===== config.mk =====
export PLATFORM = sky130hd
export DESIGN_NAME = playback_controller_flat
export DESIGN_NICKNAME = d
export VERILOG_FILES = /design/src/rtl/playback_controller_if.sv /design/src/rtl/playback_controller.sv /design/src/flat_wrapper.sv
export SDC_FILE = /design/constraint.sdc
export NUM_CORES = 1
export LEC_CHECK = 0
export BUFFER_PORTS_ARGS = -buffer_cell sky130_fd_sc_hd__clkbuf_2
export CAP_MARGIN = 15
export CORE_AREA = 2 2 55 57
export DETAILED_ROUTE_END_ITERATION = 7
export DIE_AREA = 0 0 57 59
export GPL_TIMING_DRIVEN = 0
export PLACE_DENSITY = 0.78
export SETUP_SLACK_MARGIN = 0.2
export SLEW_MARGIN = 20
export SYNTH_ARGS = -nofsm -noshare
export SYNTH_HDL_FRONTEND = slang
export SYNTH_SLANG_ARGS = --single-unit

===== constraint.sdc =====
create_clock -name clk -period 3.7 [get_ports clk]
set_clock_uncertainty 0.15 [all_clocks]
set_input_delay 0.555 -clock clk [delete_from_list [all_inputs] [get_ports clk]]
set_output_delay 0.555 -clock clk [all_outputs]
set_load 0.05 [all_outputs]

===== src/rtl/playback_controller_if.sv =====
// Control/ROM bundle between the playback controller and its environment.
// The master side is the controller; the slave side is the tone/ROM/button environment.
interface playback_controller_if #(
  parameter int NOTE_W  = 6,
  parameter int TRACK_W = 2
);
  logic               play;
  logic               btn_next;
  logic               btn_prev;
  logic [3:0]         note_dur;
  logic [NOTE_W-1:0]  note_addr;
  logic [TRACK_W-1:0] track_sel;
  logic               mute;
  logic               note_start;
  logic               track_end;

  modport master (
    input  play, btn_next, btn_prev, note_dur,
    output note_addr, track_sel, mute, note_start, track_end
  );

  modport slave (
    output play, btn_next, btn_prev, note_dur,
    input  note_addr, track_sel, mute, note_start, track_end
  );
endinterface


===== src/rtl/playback_controller.sv =====
// Song playback sequencer: walks note addresses of a track in the song ROM, times each
// note in prescaled ticks, and handles play/pause and next/prev track buttons.
module playback_controller #(
  parameter int TICK_DIV = 4,
  parameter int NOTE_W   = 6,
  parameter int TRACK_W  = 2
) (
  input  logic clk,
  input  logic reset,
  playback_controller_if.master bus
);
  localparam int PW = $clog2(TICK_DIV);
  localparam logic [PW-1:0]      PRESC_LAST = PW'(TICK_DIV - 1);
  localparam logic [PW-1:0]      PRESC_ONE  = PW'(1);
  localparam logic [NOTE_W-1:0]  ADDR_LAST  = {NOTE_W{1'b1}};
  localparam logic [NOTE_W-1:0]  ADDR_ONE   = NOTE_W'(1);
  localparam logic [TRACK_W-1:0] TRACK_ONE  = TRACK_W'(1);

  typedef enum logic [2:0] {
    S_IDLE  = 3'd0,
    S_WAIT  = 3'd1,
    S_FETCH = 3'd2,
    S_PLAY  = 3'd3,
    S_PAUSE = 3'd4
  } state_t;

  state_t             state_q, state_d;
  logic [NOTE_W-1:0]  note_addr_q, note_addr_d;
  logic [TRACK_W-1:0] track_sel_q, track_sel_d;
  logic [3:0]         dur_reg_q, dur_reg_d;
  logic [3:0]         dur_cnt_q, dur_cnt_d;
  logic [PW-1:0]      presc_q, presc_d;
  logic               mute_q, mute_d;
  logic               note_start_q, note_start_d;
  logic               track_end_q, track_end_d;
  logic               next_smp_q, prev_smp_q;
  logic               next_ev_s, prev_ev_s, btn_ev_s, end_track_s;

  // Simultaneous next and prev presses cancel each other out.
  assign next_ev_s = bus.btn_next & ~next_smp_q;
  assign prev_ev_s = bus.btn_prev & ~prev_smp_q;
  assign btn_ev_s  = next_ev_s ^ prev_ev_s;

  always_comb begin
    state_d      = state_q;
    note_addr_d  = note_addr_q;
    track_sel_d  = track_sel_q;
    dur_reg_d    = dur_reg_q;
    dur_cnt_d    = dur_cnt_q;
    presc_d      = presc_q;
    note_start_d = 1'b0;
    track_end_d  = 1'b0;
    end_track_s  = 1'b0;
    if (btn_ev_s) begin
      track_sel_d = next_ev_s ? (track_sel_q + TRACK_ONE) : (track_sel_q - TRACK_ONE);
      note_addr_d = '0;
      dur_cnt_d   = '0;
      presc_d     = '0;
      if ((state_q == S_IDLE) || (state_q == S_PAUSE)) state_d = S_IDLE;
      else                                             state_d = S_WAIT;
    end else begin
      case (state_q)
        S_IDLE: begin
          if (bus.play) state_d = S_WAIT;
          else          state_d = S_IDLE;
        end
        S_WAIT: state_d = S_FETCH;
        S_FETCH: begin
          dur_reg_d = bus.note_dur;
          dur_cnt_d = '0;
          presc_d   = '0;
          if (bus.note_dur == 4'd0) begin
            end_track_s = 1'b1;
          end else if (bus.play) begin
            state_d      = S_PLAY;
            note_start_d = 1'b1;
          end else begin
            state_d = S_PAUSE;
          end
        end
        // A paused cycle freezes the counters, so the note resumes exactly where it stopped.
        S_PLAY: begin
          if (!bus.play) begin
            state_d = S_PAUSE;
          end else if (presc_q == PRESC_LAST) begin
            presc_d = '0;
            if (dur_cnt_q == (dur_reg_q - 4'd1)) begin
              if (note_addr_q == ADDR_LAST) begin
                end_track_s = 1'b1;
              end else begin
                note_addr_d = note_addr_q + ADDR_ONE;
                state_d     = S_WAIT;
              end
            end else begin
              dur_cnt_d = dur_cnt_q + 4'd1;
            end
          end else begin
            presc_d = presc_q + PRESC_ONE;
          end
        end
        S_PAUSE: begin
          if (bus.play) state_d = S_PLAY;
          else          state_d = S_PAUSE;
        end
        default: state_d = S_IDLE;
      endcase
      if (end_track_s) begin
        track_sel_d = track_sel_q + TRACK_ONE;
        note_addr_d = '0;
        track_end_d = 1'b1;
        state_d     = S_WAIT;
      end else begin
        track_end_d = 1'b0;
      end
    end
    mute_d = (state_d != S_PLAY);
  end

  always_ff @(posedge clk or posedge reset) begin
    if (reset) begin
      state_q      <= S_IDLE;
      note_addr_q  <= '0;
      track_sel_q  <= '0;
      dur_reg_q    <= 4'd0;
      dur_cnt_q    <= 4'd0;
      presc_q      <= '0;
      mute_q       <= 1'b1;
      note_start_q <= 1'b0;
      track_end_q  <= 1'b0;
      next_smp_q   <= 1'b0;
      prev_smp_q   <= 1'b0;
    end else begin
      state_q      <= state_d;
      note_addr_q  <= note_addr_d;
      track_sel_q  <= track_sel_d;
      dur_reg_q    <= dur_reg_d;
      dur_cnt_q    <= dur_cnt_d;
      presc_q      <= presc_d;
      mute_q       <= mute_d;
      note_start_q <= note_start_d;
      track_end_q  <= track_end_d;
      next_smp_q   <= bus.btn_next;
      prev_smp_q   <= bus.btn_prev;
    end
  end

  assign bus.note_addr  = note_addr_q;
  assign bus.track_sel  = track_sel_q;
  assign bus.mute       = mute_q;
  assign bus.note_start = note_start_q;
  assign bus.track_end  = track_end_q;
endmodule


===== src/flat_wrapper.sv =====
// flat-port wrapper written by rule: the top's interface ports become plain ports
module playback_controller_flat 
#(
  parameter int TICK_DIV = 4,
  parameter int NOTE_W   = 6,
  parameter int TRACK_W  = 2
)
  (clk, reset, bus_play, bus_btn_next, bus_btn_prev, bus_note_dur, bus_note_addr, bus_track_sel, bus_mute, bus_note_start, bus_track_end);
  playback_controller_if #(.NOTE_W(NOTE_W), .TRACK_W(TRACK_W)) bus_i ();
  input  logic clk;
  input  logic reset;
  input wire logic [$bits(bus_i.play)-1:0] bus_play;
  input wire logic [$bits(bus_i.btn_next)-1:0] bus_btn_next;
  input wire logic [$bits(bus_i.btn_prev)-1:0] bus_btn_prev;
  input wire logic [$bits(bus_i.note_dur)-1:0] bus_note_dur;
  output wire logic [$bits(bus_i.note_addr)-1:0] bus_note_addr;
  output wire logic [$bits(bus_i.track_sel)-1:0] bus_track_sel;
  output wire logic [$bits(bus_i.mute)-1:0] bus_mute;
  output wire logic [$bits(bus_i.note_start)-1:0] bus_note_start;
  output wire logic [$bits(bus_i.track_end)-1:0] bus_track_end;
  assign bus_i.play = bus_play;
  assign bus_i.btn_next = bus_btn_next;
  assign bus_i.btn_prev = bus_btn_prev;
  assign bus_i.note_dur = bus_note_dur;
  assign bus_note_addr = bus_i.note_addr;
  assign bus_track_sel = bus_i.track_sel;
  assign bus_mute = bus_i.mute;
  assign bus_note_start = bus_i.note_start;
  assign bus_track_end = bus_i.track_end;
  playback_controller #(.TICK_DIV(TICK_DIV), .NOTE_W(NOTE_W), .TRACK_W(TRACK_W)) u_core (.clk(clk), .reset(reset), .bus(bus_i));
endmodule

==> impl_results.md, run 1 <==
- Clock buffer count from CTS: 3
- Post-route ant nets: 0
- Area Overhead vs Synth: 11.5%
- TritonRoute pass-1 iters: 5
- P_leak: 0.741 nW
- Number of synthesized register bits: 26
- Worst-Margin Slew: 0.939 ns
- Cell Area, Synth: about 1500 um^2
- GRT overflow: 0
- PwrDens: 624 nW/um^2
- CP endpoint kind: register
- CTS H-tree lvls: 1
- # hold bufs at CTS: 0
- Endpoints failing setup: 0
- Top cell type's share of synthesized area: 42.4%
- GRT Total Usage: 19.1%
- Largest net degree at the start of global routing: 27
- Skew-Pair Late Insertion Delay: 0.33 ns
- Clock sink total: 26
- Drt via density: 5.83
- Hold Crit Class: input pin to async pin
- Crit path DAT: 2.47 ns
- Antenna Cells: 0
- Register area share after synthesis: 44.2%
- DRT iter0 DRCs: 53
- Post-route minimum period: approximately 2.4 ns
- RSZ-0062 raised after global routing: false
- CTS resizes: 0
- Drt wl/cell: 14.2 um
- # rows: 19
- Commonest non-fill, non-tap cells in the layout: 25 x dfrtp_1, 19 x clkbuf_2, 15 x a21oi_1, 12 x nor2_1, 10 x nand2_1
- Synth area leader: dfrtp_1
- Final WL: 2.85 mm
- PnR worst setup slack: 1.34 ns
- Post-CTS Setup Inserts: 0
- Pre-CTS setup slack: 1.37 ns
- Status: complete, no violations
- DIE HEIGHT: 59 um
- Max rail drop VDD: between 0.5 and 0.6 mV
- Post-route clock period utilization: 63.7%
- Antenna violations before repair: 0
- Share of cells above drive strength 1: 20.0%
- Mapped Cells: 147
- Initial core utilization: around 54%
- Kind of critical path: register to register
- Rel. slew slack: 37.0%
- Die W: 57 um
- Clock Tree Buf Depth: 2
- Root Buffer Master: clkbuf_4
- Synthesized area per cell: around 10 um^2
- CP Data Required Time: 3.81 ns
- Final Hold Vio Count: 0
- Number of global-route vias before repair: 1153
- IO Port Bufs: 19
- Critical Path Fanout Max: 8
- CTS tree: built
- Post-Syn Nets: 160
- First-pass GRT wire length: 5.02 mm
- Setup_tns: 0 ns
- Dpl hpwl: approximately 2.1 mm
- Max Slew Vio Count: 0
- DRC Markers: 0
- Core area: 2710 um^2
- IO Count: 20
- Fmax: between 400 and 500 MHz
- CP startpoint kind: register
- GPL Wtd Cong: 0.804
- Largest cells by area after synthesis: dfrtp_1 42%, a21oi_1 5.1%, xnor2_1 3.6%
- Most common cell after layout, fill and taps aside: dfrtp_1
- Die area: roughly 3400 um^2
- Via total after detailed routing: 1172
- Nets: 184
- Max_cap viols: 0
- Synth warn: 0
- Netlist cell types: 41
- Clock slew at reported path FFs: 0.15 ns
## routing by layer
| metal | up-vias | wire, um | track usage, % |
|---|---|---|---|
| met4 | 0 | 28 | 7.31 |
| li1 | 568 | - | - |
| met2 | 26 | 1390 | 33.0 |
| met5 | - | 0 | 0 |
| met3 | 4 | 98 | 3.93 |
| met1 | 574 | 1340 | 23.8 |
## cell type report
type,instances,area (um^2)
multi-input cells,113,793
fillers,254,1060
well taps,31,38.8
inverters,5,18.8
plain buffers,3,11.3
flip-flops and latches,26,652
clock buffers,4,36.3
repair buffers,19,95.1
## kinds of logic (layout without fill, tap and decap cells)
| kind of cell | count (synthesis) | after routing | synth area share, % |
|---|---|---|---|
| compound gates | 29 | 29 | 11.3 |
| xor+xnor | 13 | 13 | 10.5 |
| fa+ha+maj | 4 | 4 | 3.39 |
| buf+inv | 8 | 31 | 2.04 |
| flops | 26 | 26 | 44.2 |
| mux | 4 | 4 | 3.05 |
| simple gates | 63 | 63 | 25.5 |
## Yosys cell counts (all sizes together)
master	number
inv	5
ha	4
xnor2	8
dfstp	1
a21bo	1
a21oi	15
or2	1
nor3	7
a21o	1
and4	1
and3	4
nand3b	1
nor2	12
nor3b	2
and4b	2
a211o	1
or3	2
nand3	5
and2	2
clkbuf	3
o21ai	8
nand2	10
nor4b	1
xor3	1
dfrtp	25
nand4	4
a22oi	2
nor4	1
or3b	2
mux2	4
nand2b	3
a221o	1
xor2	4
nor2b	3
## where the power goes
part	leakage, nW	total [W]	switching (W)	internal [W]
clock network	0.0210	0.000150	0.0000892	0.0000603
logic	0.382	0.000468	0.000282	0.000186
registers	0.337	0.000409	0.0000649	0.000344
## sequential cells by signal, indices dropped and copies added (netlist names)
signal / cells
u_core.bus.mute: 1
u_core.dur_cnt_q: 4
u_core.bus.note_start: 1
u_core.bus.track_end: 1
u_core.prev_smp_q: 1
u_core.next_smp_q: 1
u_core.bus.track_sel: 2
u_core.presc_q: 2
u_core.state_q: 3
u_core.bus.note_addr: 6
u_core.dur_reg_q: 4
## path summary, 6_finish.rpt
check / from / end / slack, ns / depth (start not counted)
worst min register to register: u_core.bus.track_sel[1] / u_core.bus.track_sel[1] / 0.35 / 1
min in group clk: bus_btn_next / u_core.next_smp_q / 0.18 / 1
max in group asynchronous: reset / u_core.bus.note_addr[3] / 2.85 / 2
worst max-delay path: u_core.dur_reg_q[0] / u_core.bus.note_addr[1] / 1.34 / 7
worst min-delay path: reset / u_core.prev_smp_q / 0.12 / 2
worst max register to register: u_core.dur_reg_q[0] / u_core.bus.note_addr[1] / 1.34 / 7
## metrics by stage
stage          utilization, %  std cells  hold WS, ns  total power (W)  cell area (um^2)
6_report                 60.7        201        0.124          0.00103              1650
5_1_grt                  60.7        201        0.164          0.00110              1650
3_5_place_dp             59.4        197        0.322         0.000882              1610
4_1_cts                  60.7        201        0.182          0.00103              1650
2_1_floorplan               -        147        0.350         0.000792              1480
3_3_place_gp             59.4        197        0.314         0.000866              1610
## worst max-delay path, cell delays in order (launching register included)
cell and delay, ns:
dfrtp_1 0.44, inv_1 0.07, ha_1 0.36, xnor2_4 0.16, nor3_4 0.37, nand4_4 0.19, or3b_1 0.40, a21oi_1 0.16
Power figures use the tool's default switching activity.
==> run 2: changes to the inputs <==
Settings changed: ABC_AREA from default to 1, CORE_AREA 2 2 55 57 to 2 2 59 61, DIE_AREA 0 0 57 59 to 0 0 61 63, PLACE_DENSITY 0.78 to 0.74.
Clock period 3.7 ns to 1.95 ns, I/O delays scaled along.
==> impl_results.md, run 2 <==
- P_leak: 0.940 nW
- PwrDens: 1000 nW/um^2
- CP Buf/Inv Count: 4
- CTS H-tree lvls: 1
- Synth area leader: dfrtp_1
- Netlist cell types: 27
- Status: complete, no violations
- Synth async-reset ratio: 100%
- Largest cells by area after synthesis: dfrtp_1 40%, nand2_1 14%, inv_1 7.3%
- DP Area: 1730 um^2
- Max_cap viols: 0
- # rows: 21
- Die W: 61 um
- Root Buffer Master: clkbuf_4
- Antenna Cells: 0
- Drt via density: 4.94
- Top cell type's share of synthesized area: 40.4%
- DRT iter0 DRCs: 48
- GRT overflow: 0
- Synthesized area per cell: roughly 7.6 um^2
- CP Data Required Time: 2.06 ns
- Antenna violations before repair: 0
- Cell Chain, Critical Path: inv_2 > ha_4 > inv_2 > nand2_2 > nand2_2 > nand2_2 > nor2_4 > nand4_4 > nor2_4 > buf_12 > inv_2 > nand2_1 > nand2_1 > nor2_2
- Core area: 3230 um^2
- Total Power: 0.00194 W
- DRC Markers: 0
- Clock buffer count from CTS: 3
- Final Hold Vio Count: 0
- Max rail drop VDD: 0.631 mV
- Die area: between 3000 and 4000 um^2
- Register area share after synthesis: 42.1%
- Fmax: 526 MHz
- CP endpoint kind: register
- GPL Wtd Cong: about 0.85
- Endpoints failing setup: 0
- Max stage delay cell, worst path: dfrtp_1
- Share of cells above drive strength 1: 32.5%
- Max Slew Vio Count: 0
- CP peak stage delay: 0.43 ns
- Most instantiated library cell after synthesis: nand2_1
- Initial core utilization: a little under half
- Worst hold margin: 0.0750 ns
- Synth warn: 0
- Final WL: 3.10 mm
- First-pass GRT wire length: roughly 5.1 mm
- Number of global-route vias before repair: 1285
- Ys flop type: dfrtp_1
- CP startpoint kind: register
- Skew-Pair Late Insertion Delay: around 0.31 ns
- Mapped Cells: 203
- Reg2Reg Setup Slack: 0.05 ns
- Commonest non-fill, non-tap cells in the layout: 47 x nand2_1, 25 x inv_1, 22 x dfrtp_1, 19 x clkbuf_2, 17 x nor2_1
- Nets: about 250
- Via total after detailed routing: 1384
- TritonRoute pass-1 iters: 4
- GRT Total Usage: 17.3%
- Post-route ant nets: 0
- Crit path DAT: ~2 ns
- Post-synth EDFFs: 0
- Post-route clock period utilization: 97.5%
- IO Count: 20
- Clock Tree Buf Depth: 2
- Largest net degree at the start of global routing: 27
- Final std cells w/o fill: 280
- Rel. slew slack: 38.7%
- Drt wl/cell: between 10 and 15 um
- Most frequent cells after synthesis: 56 x nand2_1, 30 x inv_1, 25 x dfrtp_1, 21 x nand3_1, 19 x nor2_1
- Worst-Margin Slew: 0.913 ns
- Clock sink total: 26
- CTS tree: built
- Dpl hpwl: approximately 2.1 mm
- CP top delay family: simple AND/OR/NAND/NOR gates
- Number of synthesized register bits: 26
- Critical Path Fanout Max: 7
- Cell Area, Synth: 1550 um^2
- Area Overhead vs Synth: 24.6%
- Design area: 1930 um^2
- RSZ-0062 raised after global routing: true
- Post-route minimum period: 1.90 ns
- Setup_tns: 0 ns
- IO Port Bufs: 19
- Post-Syn Nets: 216
- Most common cell after layout, fill and taps aside: nand2_1
- Max reg flops: 6
- Cells after DPL: 268
- DIE HEIGHT: between 60 and 70 um
- Clock slew at reported path FFs: 0.13 ns
- Kind of critical path: register to register
- Hold Crit Class: input pin to register
run 2: cells by family (layout without fill, tap and decap cells):
group | after synthesis | after routing | share of synthesized area [%]
AND/OR/NAND/NOR | 120 | 120 | 37.5
XOR/XNOR | 5 | 5 | 4.04
buffers and inverters | 33 | 64 | 8.08
AO/OA/AOI/OAI | 15 | 15 | 5.09
adder cells (fa/ha/maj) | 4 | 4 | 3.23
flip-flops | 26 | 26 | 42.1
run 2: area by class of cell:
| class | instances | area (um^2) |
|---|---|---|
| inverter | 33 | 129 |
| fill | 288 | 1300 |
| multi-input combinational | 144 | 887 |
| sequential | 26 | 656 |
| clock buffer | 4 | 26.3 |
| timing repair buffer | 27 | 175 |
| tap | 46 | 57.6 |
run 2: per-stage QoR:
step / utilization (%) / worst slack (ns)
finish: 59.7 / 0.0493
CTS: 56.5 / 0.0854
detailed placement: 53.5 / -0.0737
floorplan: - / 0.0838
global placement: 53.5 / -0.0765
global route: 59.7 / -0.0595
run 2: repair_timing:
action | CTS | global route
gates resized for setup | 10 | 16
pin swaps | 10 | 6
setup endpoints to repair | 16 | 20
buffers inserted | 2 | 3
hold endpoints to repair | 2 | 25
hold buffers | 2 | 1
cloned | 0 | 0
run 2: metal layers:
layer / share of wire [%] / up-vias / GRT usage, %
met5: 0 / - / 0
met4: 1.2 / 0 / 7.61
met3: 2.3 / 4 / 2.48
met2: 50 / 19 / 27.2
met1: 46 / 656 / 23.1
li1: - / 705 / -
run 2: report_power, final:
| group | total [W] | internal (W) | switching, W | leakage (nW) |
|---|---|---|---|---|
| Clock | 0.000230 | 0.0000800 | 0.000150 | 0.0150 |
| Sequential | 0.000739 | 0.000644 | 0.0000945 | 0.338 |
| Combinational | 0.000967 | 0.000337 | 0.000630 | 0.588 |
run 2: final timing paths:
check                                    startpoint                 endpoint  cells after the start
worst max-delay path            u_core.dur_reg_q[1]  u_core.bus.note_addr[0]                     14
worst min-delay path                bus_note_dur[1]      u_core.dur_reg_q[1]                      3
worst max register to register  u_core.dur_reg_q[1]  u_core.bus.note_addr[0]                     14
worst min register to register    u_core.presc_q[0]        u_core.presc_q[0]                      1
max in group asynchronous                     reset  u_core.bus.note_addr[3]                      3
min in group asynchronous                     reset  u_core.bus.track_sel[0]                      3
run 2: worst min-delay path, cell delays in order:
cell	delay (ns)
clkbuf_2	0.08
inv_1	0.05
o21ai_0	0.08
==> run 3: changes to the inputs <==
Settings changed: MAX_ROUTING_LAYER from default to met4.
==> impl_results.md, run 3 (synthesis results as in run 2) <==
- Status: complete, no violations
- Area Overhead vs Synth: 24.6%
- Antenna Cells: 0
- GRT Total Usage: 17.7%
- Max rail drop VDD: 0.631 mV
- Drt via density: roughly 4.9
- GRT overflow: 0
- CP Data Required Time: 2.06 ns
- CP Buf/Inv Count: 4
- Fmax: 526 MHz
- Die area: a little under 4000 um^2
- TritonRoute pass-1 iters: 4
- # rows: 21
- Worst hold path stage count: 3
- RSZ-0062 raised after global routing: true
- Max stage delay cell, worst path: dfrtp_1
- Most common cell after layout, fill and taps aside: nand2_1
- Via total after detailed routing: 1384
- Max reg flops: 6
- Hold Crit Class: input pin to register
- Clock sink total: 26
- Post-route clock period utilization: about 97%
- Drt wl/cell: between 10 and 15 um
- Nets: 248
- Final Hold Vio Count: 0
- Worst-case hold path end point: u_core.dur_reg_q[1]
- CTS tree: built
- CTS H-tree lvls: 1
- Crit path DAT: 2.01 ns
- Commonest non-fill, non-tap cells in the layout: 47 x nand2_1, 25 x inv_1, 22 x dfrtp_1, 19 x clkbuf_2, 17 x nor2_1
- Largest net degree at the start of global routing: 27
- Core area: 3230 um^2
- Endpoints failing setup: 0
- Critical Path Fanout Max: 7
- Final WL: 3.11 mm
- Final std cells w/o fill: 280
- Cells after DPL: 268
- IO Count: 20
- Clock buffer count from CTS: 3
- CP top delay family: simple AND/OR/NAND/NOR gates
- Skew-Pair Late Insertion Delay: 0.31 ns
- Worst hold start: bus_note_dur[1]
- Reg2reg start: u_core.dur_reg_q[1]
- FF-to-FF End: u_core.bus.note_addr[0]
- Post-route minimum period: 1.90 ns
- First-pass GRT wire length: 5.14 mm
- Cell Chain, Critical Path: inv_2 > ha_4 > inv_2 > nand2_2 > nand2_2 > nand2_2 > nor2_4 > nand4_4 > nor2_4 > buf_12 > inv_2 > nand2_1 > nand2_1 > nor2_2
- P_leak: 0.940 nW
- Fillers: 288
- Design area: 1930 um^2
- Dpl hpwl: 2.11 mm
- Kind of critical path: register to register
- DRT iter0 DRCs: 52
- Max_cap viols: 0
- Post-route ant nets: 0
- Share of cells above drive strength 1: ~32%
- CP startpoint kind: register
- Antenna violations before repair: 0
- WP depth: 14
- Root Buffer Master: clkbuf_4
- Clock Tree Buf Depth: 2
- GPL Wtd Cong: 0.865
- DRC Markers: 0
- CP endpoint kind: register
- Reg2Reg Depth: 14
- Worst hold margin: 0.0752 ns
- Number of global-route vias before repair: 1285
- PwrDens: 1000 nW/um^2
- Die W: 61 um
- Worst-Margin Slew: 0.926 ns
- DP Area: 1730 um^2
- Max Slew Vio Count: 0
- Initial core utilization: about 48%
- Rel. slew slack: a little under two fifths
- CP peak stage delay: about 0.43 ns
- DIE HEIGHT: 63 um
- Reg2Reg Setup Slack: 0.05 ns
- Clock slew at reported path FFs: 0.13 ns
- IO Port Bufs: 19
run 3: cell counts in the layout (fill, tap and decap cells not counted):
Identical to the previous run, type by type.
run 3: worst min-delay path: cells and delay by family:
| family | cells | cell delay [ns] |
|---|---|---|
| AO/OA/AOI/OAI | 1 | 0.08 |
| buffers and inverters | 2 | 0.13 |
run 3: area by class of cell:
cell class | count | area [um^2] | area share, %
inverters | 33 | 129 | 6.68
flip-flops and latches | 26 | 656 | 34.0
multi-input cells | 144 | 887 | 45.9
repair buffers | 27 | 175 | 9.07
well taps | 46 | 57.6 | 2.98
clock buffers | 4 | 26.3 | 1.36
run 3: how the worst max path moves through the flow:
stage                                       start                      end  slack (ns)
after floorplan           u_core.bus.note_addr[1]  u_core.bus.track_sel[0]        0.08
after global placement        u_core.dur_reg_q[0]  u_core.bus.note_addr[4]       -0.08
after detailed placement      u_core.dur_reg_q[0]  u_core.bus.note_addr[3]       -0.07
after CTS                     u_core.dur_reg_q[1]  u_core.bus.note_addr[3]        0.09
after global routing          u_core.dur_reg_q[1]  u_core.bus.note_addr[3]       -0.06
final                         u_core.dur_reg_q[1]  u_core.bus.note_addr[0]        0.05
run 3: layer usage:
| metal | wire length [um] | global-route usage [%] | up-vias |
|---|---|---|---|
| met2 | 1550 | 27.2 | 20 |
| met3 | 65 | 2.48 | 4 |
| met4 | 37 | 7.61 | 0 |
| li1 | - | - | 704 |
| met1 | 1460 | 23.1 | 656 |
| met5 | 0 | - | - |
run 3: where the power goes:
group	internal, W	switching, W	leakage, nW	total (W)
clock	0.0000800	0.000149	0.0150	0.000229
sequential	0.000644	0.0000949	0.338	0.000739
combinational	0.000337	0.000631	0.588	0.000968
total	0.00106	0.000875	0.940	0.00194
run 3: timing repair:
action | in CTS | in global routing
hold buffers | 2 | 1
resized for setup | 10 | 16
gates cloned | 0 | 0
setup buffers | 2 | 3
pin swaps | 10 | 6
setup endpoints to repair | 16 | 20
hold endpoints to repair | 2 | 25
run 3: through the flow:
stage               setup TNS, ns  setup WS, ns  utilization [%]  power [W]
floorplan                       0        0.0838                -    0.00140
global placement           -0.495       -0.0765             53.5    0.00154
detailed placement         -0.435       -0.0737             53.5    0.00155
CTS                             0        0.0854             56.5    0.00188
global route               -0.326       -0.0595             59.7    0.00211
finish                          0        0.0490             59.7    0.00194
